[src/rtl/div_pkg.sv]
`default_nettype none
// ============================================================================
// Module   : div_pkg
// Purpose  : Shared op/state encodings and sizing for the iterative divider.
// Revision : 1.0
// ============================================================================
package div_pkg;

  typedef enum logic [1:0] {
    OP_DIV  = 2'b00,
    OP_DIVU = 2'b01,
    OP_REM  = 2'b10,
    OP_REMU = 2'b11
  } div_op_e;

  typedef enum logic [1:0] {
    ST_IDLE = 2'b00,
    ST_DIV  = 2'b01,
    ST_FIX  = 2'b10,
    ST_DONE = 2'b11
  } div_state_e;

  localparam int DIV_WIDTH = 32;
  localparam int DIV_CNT_W = $clog2(DIV_WIDTH);

endpackage
`default_nettype wire

[src/rtl/div_step.sv]
`default_nettype none
// ============================================================================
// Module   : div_step
// Purpose  : One combinational restoring-division iteration on {rem, quo}.
// Revision : 1.0
// ============================================================================
module div_step #(
  parameter int WIDTH = 32
) (
  input  logic [WIDTH-1:0] i_rem,
  input  logic [WIDTH-1:0] i_quo,
  input  logic [WIDTH-1:0] i_dvsr,
  output logic [WIDTH-1:0] o_rem,
  output logic [WIDTH-1:0] o_quo
);

  logic [WIDTH:0] w_shifted;
  logic [WIDTH:0] w_trial;
  logic           w_ge;

  // rem < dvsr always holds, so the shifted value and trial both fit WIDTH+1 bits
  assign w_shifted = {i_rem, i_quo[WIDTH-1]};
  assign w_trial   = w_shifted - {1'b0, i_dvsr};
  assign w_ge      = ~w_trial[WIDTH];

  assign o_rem = w_ge ? w_trial[WIDTH-1:0] : w_shifted[WIDTH-1:0];
  assign o_quo = {i_quo[WIDTH-2:0], w_ge};

endmodule
`default_nettype wire

[src/rtl/iter_divider.sv]
`default_nettype none
// ============================================================================
// Module   : iter_divider
// Purpose  : Multi-cycle restoring divider for RV32M DIV/DIVU/REM/REMU.
//            Define DIV_EARLY_OUT_EN to skip iterations on special cases.
// Revision : 1.0
// ============================================================================
module iter_divider
  import div_pkg::*;
#(
  parameter int WIDTH = 32
) (
  input  logic             i_clk,
  input  logic             i_reset,
  input  logic             i_start,
  input  logic [1:0]       i_op,
  input  logic [WIDTH-1:0] i_dividend,
  input  logic [WIDTH-1:0] i_divisor,
  output logic             o_busy,
  output logic             o_valid,
  output logic [WIDTH-1:0] o_result
);

  localparam int             c_cnt_w    = $clog2(WIDTH);
  localparam logic [WIDTH-1:0] c_most_neg = {1'b1, {(WIDTH-1){1'b0}}};

  div_state_e       r_state;
  logic [c_cnt_w-1:0] r_cnt;
  logic [WIDTH-1:0] r_rem;
  logic [WIDTH-1:0] r_quo;
  logic [WIDTH-1:0] r_dvsr;
  logic [WIDTH-1:0] r_dividend;
  logic             r_is_rem;
  logic             r_q_neg;
  logic             r_r_neg;
  logic             r_div0;
  logic             r_ovf;
  logic             r_busy;
  logic             r_valid;
  logic [WIDTH-1:0] r_result;

  div_op_e          w_op;
  logic             w_signed;
  logic             w_a_neg;
  logic             w_b_neg;
  logic [WIDTH-1:0] w_a_mag;
  logic [WIDTH-1:0] w_b_mag;
  logic             w_div0;
  logic             w_ovf;
  logic [WIDTH-1:0] w_rem_nxt;
  logic [WIDTH-1:0] w_quo_nxt;
  logic [WIDTH-1:0] w_quo_fix;
  logic [WIDTH-1:0] w_rem_fix;
  logic [WIDTH-1:0] w_fix_result;

  assign w_op     = div_op_e'(i_op);
  assign w_signed = (w_op == OP_DIV) || (w_op == OP_REM);
  assign w_a_neg  = w_signed & i_dividend[WIDTH-1];
  assign w_b_neg  = w_signed & i_divisor[WIDTH-1];
  assign w_a_mag  = w_a_neg ? (-i_dividend) : i_dividend;
  assign w_b_mag  = w_b_neg ? (-i_divisor) : i_divisor;
  assign w_div0   = (i_divisor == '0);
  assign w_ovf    = w_signed && (i_dividend == c_most_neg) && (i_divisor == '1);

  div_step #(.WIDTH(WIDTH)) u_step (
    .i_rem  (r_rem),
    .i_quo  (r_quo),
    .i_dvsr (r_dvsr),
    .o_rem  (w_rem_nxt),
    .o_quo  (w_quo_nxt)
  );

  assign w_quo_fix = r_q_neg ? (-r_quo) : r_quo;
  assign w_rem_fix = r_r_neg ? (-r_rem) : r_rem;

  // RISC-V special cases override whatever the iterations produced
  always_comb begin
    w_fix_result = r_is_rem ? w_rem_fix : w_quo_fix;
    if (r_div0) begin
      w_fix_result = r_is_rem ? r_dividend : '1;
    end else if (r_ovf) begin
      w_fix_result = r_is_rem ? '0 : r_dividend;
    end
  end

  always_ff @(posedge i_clk or posedge i_reset) begin
    if (i_reset) begin
      r_state    <= ST_IDLE;
      r_cnt      <= '0;
      r_rem      <= '0;
      r_quo      <= '0;
      r_dvsr     <= '0;
      r_dividend <= '0;
      r_is_rem   <= 1'b0;
      r_q_neg    <= 1'b0;
      r_r_neg    <= 1'b0;
      r_div0     <= 1'b0;
      r_ovf      <= 1'b0;
      r_busy     <= 1'b0;
      r_valid    <= 1'b0;
      r_result   <= '0;
    end else begin
      r_valid <= 1'b0;
      case (r_state)
        ST_IDLE, ST_DONE: begin
          if (i_start) begin
            r_cnt      <= c_cnt_w'(WIDTH - 1);
            r_rem      <= '0;
            r_quo      <= w_a_mag;
            r_dvsr     <= w_b_mag;
            r_dividend <= i_dividend;
            r_is_rem   <= i_op[1];
            r_q_neg    <= w_a_neg ^ w_b_neg;
            r_r_neg    <= w_a_neg;
            r_div0     <= w_div0;
            r_ovf      <= w_ovf;
            r_busy     <= 1'b1;
`ifdef DIV_EARLY_OUT_EN
            r_state    <= (w_div0 || w_ovf) ? ST_FIX : ST_DIV;
`else
            r_state    <= ST_DIV;
`endif
          end else begin
            r_state <= ST_IDLE;
          end
        end
        ST_DIV: begin
          r_rem <= w_rem_nxt;
          r_quo <= w_quo_nxt;
          if (r_cnt == '0) begin
            r_state <= ST_FIX;
          end else begin
            r_cnt <= r_cnt - 1'b1;
          end
        end
        ST_FIX: begin
          r_result <= w_fix_result;
          r_valid  <= 1'b1;
          r_busy   <= 1'b0;
          r_state  <= ST_DONE;
        end
        default: r_state <= ST_IDLE;
      endcase
    end
  end

  assign o_busy   = r_busy;
  assign o_valid  = r_valid;
  assign o_result = r_result;

endmodule
`default_nettype wire

[config.mk]
export PLATFORM = sky130hd
export DESIGN_NAME = iter_divider
export DESIGN_NICKNAME = d
export VERILOG_FILES = /design/src/rtl/div_pkg.sv /design/src/rtl/div_step.sv /design/src/rtl/iter_divider.sv
export SDC_FILE = /design/constraint.sdc
export NUM_CORES = 1
export LEC_CHECK = 0
export BUFFER_PORTS_ARGS = -buffer_cell sky130_fd_sc_hd__buf_4
export CAP_MARGIN = 40
export CELL_PAD_IN_SITES_DETAIL_PLACEMENT = 0
export CELL_PAD_IN_SITES_GLOBAL_PLACEMENT = 1
export CORE_AREA = 10 10 223 225
export DETAILED_ROUTE_END_ITERATION = 8
export DIE_AREA = 0 0 233 235
export GPL_ROUTABILITY_DRIVEN = 0
export HOLD_SLACK_MARGIN = 0.15
export PLACE_DENSITY_LB_ADDON = 0.1
export SYNTH_ARGS = -nofsm -noshare
export SYNTH_HDL_FRONTEND = slang
export SYNTH_HIERARCHICAL = 1
export SYNTH_SLANG_ARGS = --single-unit
[constraint.sdc]
create_clock -name i_clk -period 6.8 [get_ports i_clk]
set_clock_uncertainty 0.1 [all_clocks]
set_input_delay 0.34 -clock i_clk [delete_from_list [all_inputs] [get_ports i_clk]]
set_output_delay 0.34 -clock i_clk [all_outputs]
set_load 0.05 [all_outputs]
==> results.md, run 1 <==
- Counting stages on the worst path, the most repeated cell is sky130_fd_sc_hd__o2111ai_1.
- Clock-pin slew was measured on the worst setup and hold paths at 0.07 ns.
- The run finished with clean final reports.
- STA classifies the critical path endpoint as a flop.
- The proportion of layout cells with a drive suffix above 1 is about 15%.
- Measured on the finished design, the core utilization comes to 34.0%.
- Fill cells in the final layout number 4771.
- The post-place setup slack is 2.40 ns.
- The net count after synthesis is around 1.7k.
- The number of hold-slack violations in the final timing report is 0.
- For this run, the detailed router's first-pass iteration total came to 5.
- TritonCTS built the clock tree.
- 103 I/O pins were placed.
- The remaining max-slew budget at the tightest pin is a little over two fifths.
- Counting flops with an async set or reset pin after synthesis yields a share of 100%.
- Max-cap violations in this run came to 0.
- The post-route minimum period is 4.41 ns.
- The routed wire length is 47.3 mm.
- The required time of the critical path is 7.05 ns.
- The initial utilization of the core area, before any placement, comes to between 20 and 30%.
- The static leakage power is 6.46 nW.
- The overall global routing resource usage is 17.1%.
- The type of the most critical hold path is input pin to flop.
- After the flow finishes, the layout carries non-filler instances totaling 2242.
- The total congestion overflow after global routing is 0.
- The number of setup violations in the final report is 0.
- The routed layout has 11.7k vias.
- The count of flip-flops with a built-in enable after synthesis is 0.
- The longest clock path from root to sink contains 2 buffers.
- The clock net in this run drives a total of about 170 sinks.
- The CTS buffer count is 17.
- For this run, the post-layout net count is ~1.7k.
- The library cell contributing the largest single delay on the critical path is sky130_fd_sc_hd__dfrtp_1.
- STA classifies the critical path startpoint as a flop.
- The critical path data arrival time is between 4 and 5 ns.
- The residual DRC count is 0.
- The maximum net fanout on the critical path is 22.
- Entering global routing, the biggest net connects 91 pins.
- The clock latency at the later pin of the worst-skew pair is 0.46 ns.
- Counting flops and latches in the post-synthesis netlist gives between 150 and 200.
- The final setup TNS is 0 ns.
- The vertical die dimension is between 200 and 250 um.
- The area of combinational cells with multiple inputs is slightly below 8000 um2.
- The average instance in the mapped netlist occupies approximately 8.4 um2.
- During synthesis, Yosys emitted a total of 6 warnings.
- The number of standard cells after synthesis is about 1.5k.
- Counting instances, the worst hold path has a depth of 3.
- Counting instances in the post-synthesis netlist gives the leading cell types as 189 x sky130_fd_sc_hd__nand2_1, 174 x sky130_fd_sc_hd__dfrtp_1, 174 x sky130_fd_sc_hd__o21ai_0, 83 x sky130_fd_sc_hd__xor2_1.
- The region available for standard cell placement spans between 40000 and 50000 um2.
- The worst register-to-register path ends at r_rem[3].
- The logic depth of the worst register-to-register path is 16.
- The number of antenna violations at the first check in global routing is 0.
- The startpoint identified for the worst hold timing path is i_dividend[21].
- The setup slack of the critical path after layout is between 2 and 2.5 ns.
- The final critical-path share of the clock period is 64.9%.
- The number of distinct standard cells referenced by the synthesized netlist is 86.
- sky130_fd_sc_hd__nand2_1 is the most common cell in the netlist.
- The first global-routing pass estimated approximately 73 mm of wire.
- The count of buffers added on input and output ports is approximately 100.
- Based on the critical path, the design can be clocked at up to about 230 MHz.
- The via count of the first global-routing pass is 11.7k.
- In this run the power density over the cells is just over 400 nW/um2.
- The cell type with the largest total area after synthesis is sky130_fd_sc_hd__dfrtp_1.
- In this run the critical register-to-register path is launched from r_quo[31].
- The starting DRC count in detailed routing is about 760.
- The site row count is just under 80.
- The signed area change from the synthesized netlist to the final layout is 18.8%.
- The tree is rooted in a sky130_fd_sc_hd__clkbuf_16.
- The completed layout was analyzed and its total power is about 6.2 mW.
- The share of the synthesized area in the top cell type is about 34%.
- The chip width is between 200 and 250 um.
- Hold is met by between 0.15 and 0.2 ns.
- The final-report max-slew violation count is 0.
- In the final routed layout, each cell accounts on average for ~21 um.
- The worst ir drop on vdd is 241 uV.
- The final HPWL from detailed placement is around 34 mm.
- The critical path start-end classification is flop to flop.
- In this run the remaining antenna-violating nets after routing total 0.
- For flop-to-flop paths, the worst setup slack is 2.39 ns.
- The post-synthesis cell area is about 13000 um2.
- Using the TritonRoute via totals, the vias-per-cell ratio works out to between 5 and 6.
- Once the clock tree was built, the resizer swapped 0 gates to a different size.
- Setup repair after global routing left no endpoint under its margin.
- Ranked by total cell area, the synthesized netlist is headed by sky130_fd_sc_hd__dfrtp_1 34%, sky130_fd_sc_hd__o21ai_0 6.7%, sky130_fd_sc_hd__xor2_1 5.6%, sky130_fd_sc_hd__nand2_1 5.5%, sky130_fd_sc_hd__xnor2_1 4.1%.
- For the pin with the worst max-slew slack, the measured transition is ~0.86 ns.
- Summing all non-filler instances in the final layout gives an area of between 15000 and 20000 um2.
- The delay of the slowest cell on the worst path is 0.47 ns.
- The total die area is approximately 55000 um2.
- The most frequently used flop master after synthesis is sky130_fd_sc_hd__dfrtp_1.
- The H-tree depth is 4.
- In the final layout, flip-flops and latches occupy between 4000 and 5000 um2.
- For hold timing, the worst endpoint is r_dividend[21].
- The number of instances in the placed design is roughly 2.1k.
- For this run, the register share of the synthesized area comes to between 30 and 40%.
- Walking the worst path, the cells encountered are inv_1, ha_1, fa_1, and2b_1, o2111ai_1, a21oi_2, o2111ai_1, a211oi_2, nor2_2, mux2i_1, buf_4, and2_4, inv_2, mux2_1, nand3_1, nand2_1.
- After detailed placement, the total cell area comes to roughly 14000 um2.
state kept, by name, summed over array words and instances, names as in the netlist:
register	cells
o_result	32
r_dividend	32
r_dvsr	32
r_quo	32
r_rem	32
r_cnt	5
r_state	2
o_busy	1
o_valid	1
r_div0	1
r_is_rem	1
r_ovf	1
r_q_neg	1
r_r_neg	1
cell type report:
| class | count | area share [%] |
|---|---|---|
| clock buffers | 25 | 3.29 |
| multi-input cells | 1184 | 50.5 |
| flip-flops and latches | 174 | 28.4 |
| repair buffers | 192 | 10.8 |
| inverters | 61 | 1.54 |
| diodes | 1 | 0.0163 |
| well taps | 600 | 4.89 |
| clock inverters | 5 | 0.522 |
per-layer routing:
metal	global-route usage (%)	share of wire, %	vias up
li1	-	-	5700
met1	24.0	49	5716
met2	27.1	46	227
met3	2.16	2.9	36
met4	4.69	1.6	0
met5	0	0	-
cells in the final DEF (no fill, tap or decap), types with 39 or more instances in the layout:
cell | netlist | layout
sky130_fd_sc_hd__nor2_1 | 78 | 78
sky130_fd_sc_hd__xnor2_1 | 60 | 60
sky130_fd_sc_hd__ha_1 | 41 | 39
sky130_fd_sc_hd__nand2_1 | 189 | 188
sky130_fd_sc_hd__dfrtp_1 | 174 | 174
sky130_fd_sc_hd__inv_1 | 58 | 57
sky130_fd_sc_hd__dlygate4sd3_1 | 0 | 67
sky130_fd_sc_hd__a21oi_1 | 76 | 76
sky130_fd_sc_hd__buf_4 | 32 | 121
sky130_fd_sc_hd__xor2_1 | 83 | 83
sky130_fd_sc_hd__nand3_1 | 70 | 70
sky130_fd_sc_hd__o21ai_0 | 174 | 174
report_power, final:
group          total, mW  leakage (nW)  internal (mW)  switching, mW
clock network       1.04         0.281          0.587          0.450
registers           1.90          2.13           1.46          0.438
logic               3.31          4.05           1.16           2.15
total               6.25          6.46           3.21           3.04
repair_timing:
item | in CTS | in global routing
hold buffers | 67 | 0
endpoints found under the hold margin | 159 | 0
setup buffers | 0 | 0
endpoints found under the setup margin | 0 | 0
critical path: cells and delay by family, from the launching register on:
family / cells / cell delay [ns]
muxes: 2 / 0.75
buffers and inverters: 3 / 0.64
DFF: 1 / 0.47
AOI/OAI and AO/OA: 4 / 0.94
adders and majority gates: 2 / 0.65
and+or+nand+nor: 5 / 0.73
worst max path at each step:
stage	start	to	slack, ns
after floorplan	i_reset	o_busy	1.64
after global placement	r_quo[31]	r_rem[3]	2.08
after detailed placement	r_quo[31]	r_rem[4]	2.40
after CTS	r_quo[31]	r_rem[4]	2.36
after global routing	r_quo[31]	r_rem[4]	2.12
final	r_quo[31]	r_rem[3]	2.39
cell families (layout without fill, tap and decap cells):
family	count (synthesis)	count (layout)	synth area share (%)
xor+xnor	143	143	9.70
buf+inv	181	283	6.43
compound gates	442	442	21.3
simple gates	498	498	19.1
flops	174	174	33.7
fa+ha+maj	42	42	4.13
other cells	0	1	0
mux	59	59	5.63
Power figures use the tool's default switching activity.
==> run 2: changes to the inputs <==
- clock period: 6.8 -> 4.6 ns (I/O delays scaled with it)
==> results.md, run 2 (same netlist as run 1, synthesis figures left out) <==
- The static leakage power came to 6.55 nW (was 6.46 nW).
- The via density per instance is 5.15 (was 5.21).
- The slew of the pin with the lowest slew margin is 0.887 ns (was 0.862 ns).
- The initial core utilization was 28.6% (unchanged).
- The placeable core region was 45100 um2 (unchanged).
- The final HPWL from detailed placement came to 34.3 mm (about the same).
- The number of detailed-route iterations in the first pass is 5 (unchanged).
- The wire length of the first global-routing pass was 71.9 mm (was 73.1 mm).
- The met3 routed wirelength came to 1.72 mm (was 1.38 mm).
- The post-CTS clock slew at the launch and capture registers of the worst setup and hold paths is 0.07 ns (about the same).
- The vertical die dimension is 235 um (unchanged).
- The achievable clock frequency is 272 MHz (was 227 MHz).
- The number of vias after detailed routing is 11.7k (about the same).
- The cell area power density is 597 nW/um2 (was 407 nW/um2).
- The total routed wire length on the met1 layer is 22.3 mm (was 23.2 mm).
- The total setup buffers inserted after CTS is 0 (unchanged).
- The endpoint class of the critical path is a flop (unchanged).
- The switching power summed over all nets is 4.54 mW (was 3.04 mW).
- The residual DRC count came to 0 (unchanged).
- The total of max-cap violations was 0 (unchanged).
- The critical path data arrival time is 3.92 ns (was 4.66 ns).
- The routed wire length is 46.5 mm (was 47.3 mm).
- The post-place setup slack is 0.910 ns (was 2.40 ns).
- The area after detailed placement came to 14200 um2 (was 14100 um2).
- The buffer depth of the longest clock path is 2 (unchanged).
- The number of nets in the finished design is 1762 (was 1741).
- The site row count was 78 (unchanged).
- The number of clock sinks seen by CTS is 174 (unchanged).
- The clock latency at the later pin of the worst-skew pair was 0.46 ns (about the same).
- The number of buffers added on ports is 102 (unchanged).
- The hold path startpoint is r_dvsr[11] (was i_dividend[21]).
- The remaining antenna violation count after routing came to 0 (unchanged).
- The required time of the critical path came to 4.85 ns (was 7.05 ns).
- The chip width is 233 um (unchanged).
- The number of hold-slack violations in the final timing report is 0 (unchanged).
- The count of cells resized by post-cts repair is 0 (unchanged).
- The count of inserted antenna diode cells came to 0 (was 1).
- The critical path startpoint category is a flop (unchanged).
- The final setup TNS was 0 ns (unchanged).
- The final-report max-slew violation count is 0 (unchanged).
- The highest metal layer with signal wires is met5 (was met4).
- Most used cells in the layout excluding fill and tap cells: 188 x sky130_fd_sc_hd__nand2_1, 174 x sky130_fd_sc_hd__o21ai_0, 174 x sky130_fd_sc_hd__dfrtp_1, 130 x sky130_fd_sc_hd__buf_4, 83 x sky130_fd_sc_hd__xor2_1 (was 188 x sky130_fd_sc_hd__nand2_1, 174 x sky130_fd_sc_hd__o21ai_0, 174 x sky130_fd_sc_hd__dfrtp_1, 121 x sky130_fd_sc_hd__buf_4, 83 x sky130_fd_sc_hd__xor2_1).
- The overall global routing resource usage is 16.8% (was 17.1%).
- The number of antenna violations at the first check in global routing is 2 (was 0).
- The via count of the first global-routing pass came to 11.6k (was 11.7k).
- The total die area is 54800 um2 (unchanged).
- The proportion of layout cells with a drive suffix above 1 came to 15.3% (was 14.6%).
- The total I/O pin count is 103 (unchanged).
- The power share of the sequential group came to 29.8% (was 30.4%).
- The final instance area was 15500 um2 (was 15300 um2).
- The remaining max-slew budget at the tightest pin is 40.8% (was 42.5%).
- The cell at the root of the clock tree is sky130_fd_sc_hd__clkbuf_16 (unchanged).
- The worst setup path startpoint is r_rem[0] (was r_quo[31]).
- The number of setup violations in the final report is 0 (unchanged).
- The critical path start-end classification is flop to flop (unchanged).
- The starting DRC count in detailed routing is 862 (was 761).
- The H-tree depth is 4 (unchanged).
- The area taken by flip-flops and latches is 4350 um2 (unchanged).
- The origin of the critical flop-to-flop path was r_rem[0] (was r_quo[31]).
- Status: finished, final reports clean (unchanged).
- The largest net degree at the start of global routing is 118 (was 91).
- The CTS buffer count was 17 (unchanged).
- The met2 wire length was 21.3 mm (was 21.9 mm).
- The net switching share of the total power came to 48.9% (was 48.6%).
- The average routed wire per standard cell is 20.5 um (was 21.1 um).
- The worst ir drop on vdd is 382 uV (was 241 uV).
- The signed area change from the synthesized netlist to the final layout came to 20.3% (was 18.8%).
- The cell-internal power came to 4.74 mW (was 3.21 mW).
- The final critical-path share of the clock period is 79.9% (was 64.9%).
- The post-route minimum period is 3.68 ns (was 4.41 ns).
- The total congestion overflow after global routing is 0 (unchanged).
- The type of the most critical hold path is flop to flop (was input pin to flop).
- The clock share of power is 16.0% (was 16.6%).
- The leading cell type in the layout, fill and taps excluded is sky130_fd_sc_hd__nand2_1 (unchanged).
- The maximum net fanout on the critical path is 17 (was 22).
- The CTS tree is yes (unchanged).
- The area of combinational cells with multiple inputs was 7750 um2 (unchanged).
- The combinational group share of total power is 54.2% (was 53.0%).
- The setup slack of the critical path after layout is 0.923 ns (was 2.39 ns).
- The worst slack on hold paths is 0.377 ns (was 0.165 ns).
- Unrepaired setup endpoints after global routing: no (unchanged).
- The number of fill cells is 4734 (was 4771).
-- run 2: cell count changes in the layout (fill, tap and decap cells not counted), sizes merged --
cell	delta
clkinv	+4
clkinvlp	+2
buf	+11
bufinv	-1
diode	-1
inv	+2
clkbuf	-5
dlygate4sd3	+10
-- run 2: power by group through the flow --
stage / clock (mW) / combinational (mW) / sequential [mW]
2_1_floorplan: 0 / 3.10 / 3.10
3_5_place_dp: 0 / 5.01 / 2.79
6_report: 1.48 / 5.03 / 2.77
4_1_cts: 1.53 / 5.09 / 2.77
3_3_place_gp: 0 / 4.93 / 2.79
5_1_grt: 1.59 / 5.54 / 2.86
-- run 2: critical path, stage by stage (launching register included) --
cell,delay [ns]
sky130_fd_sc_hd__dfrtp_1,0.48
sky130_fd_sc_hd__inv_1,0.10
sky130_fd_sc_hd__fa_1,0.46
sky130_fd_sc_hd__and2b_1,0.23
sky130_fd_sc_hd__o2111ai_1,0.15
sky130_fd_sc_hd__a21oi_2,0.26
sky130_fd_sc_hd__o2111ai_1,0.22
sky130_fd_sc_hd__a211oi_2,0.28
sky130_fd_sc_hd__nor2_2,0.11
sky130_fd_sc_hd__mux2i_1,0.15
sky130_fd_sc_hd__and2_4,0.19
sky130_fd_sc_hd__inv_2,0.16
sky130_fd_sc_hd__buf_12,0.21
sky130_fd_sc_hd__mux2_4,0.31
sky130_fd_sc_hd__nand3_1,0.08
sky130_fd_sc_hd__nand2_1,0.06
-- run 2: cell type report --
cell class,count,share of cell area [%]
clock buffer,20,2.94
timing repair buffer,213,12.1
multi-input combinational,1184,49.9
clock inverter,12,0.717
tap,600,4.83
inverter,61,1.50
sequential,174,28.0
-- run 2: layer usage --
metal  global-route usage [%]  up-vias
met4                     5.67        4
li1                         -     5738
met5                        0        -
met1                     23.0     5594
met2                     26.3      260
met3                     2.60       58
-- run 2: path summary, 6_finish.rpt --
| path | endpoint | slack (ns) | cells after the start |
|---|---|---|---|
| setup / recovery | r_rem[20] | 0.92 | 15 |
| hold / removal | r_dvsr[11] | 0.38 | 2 |
| setup reg to reg | r_rem[20] | 0.92 | 15 |
| hold reg to reg | r_dvsr[11] | 0.38 | 2 |
| max in group asynchronous | r_dvsr[16] | 3.32 | 4 |
| min in group asynchronous | r_dividend[21] | 0.40 | 4 |
-- run 2: repair_timing --
| item | CTS | global route |
|---|---|---|
| hold buffers | 77 | 0 |
| endpoints found under the hold margin | 272 | 0 |
| endpoints found under the setup margin | 0 | 0 |
-- run 2: stage by stage --
step / total power, mW / std cells / utilization (%)
global placement: 7.72 / 2151 / 31.3
detailed placement: 7.80 / 2155 / 31.5
floorplan: 6.20 / 1539 / -
finish: 9.28 / 2264 / 34.5
CTS: 9.39 / 2264 / 34.5
global route: 9.98 / 2264 / 34.5
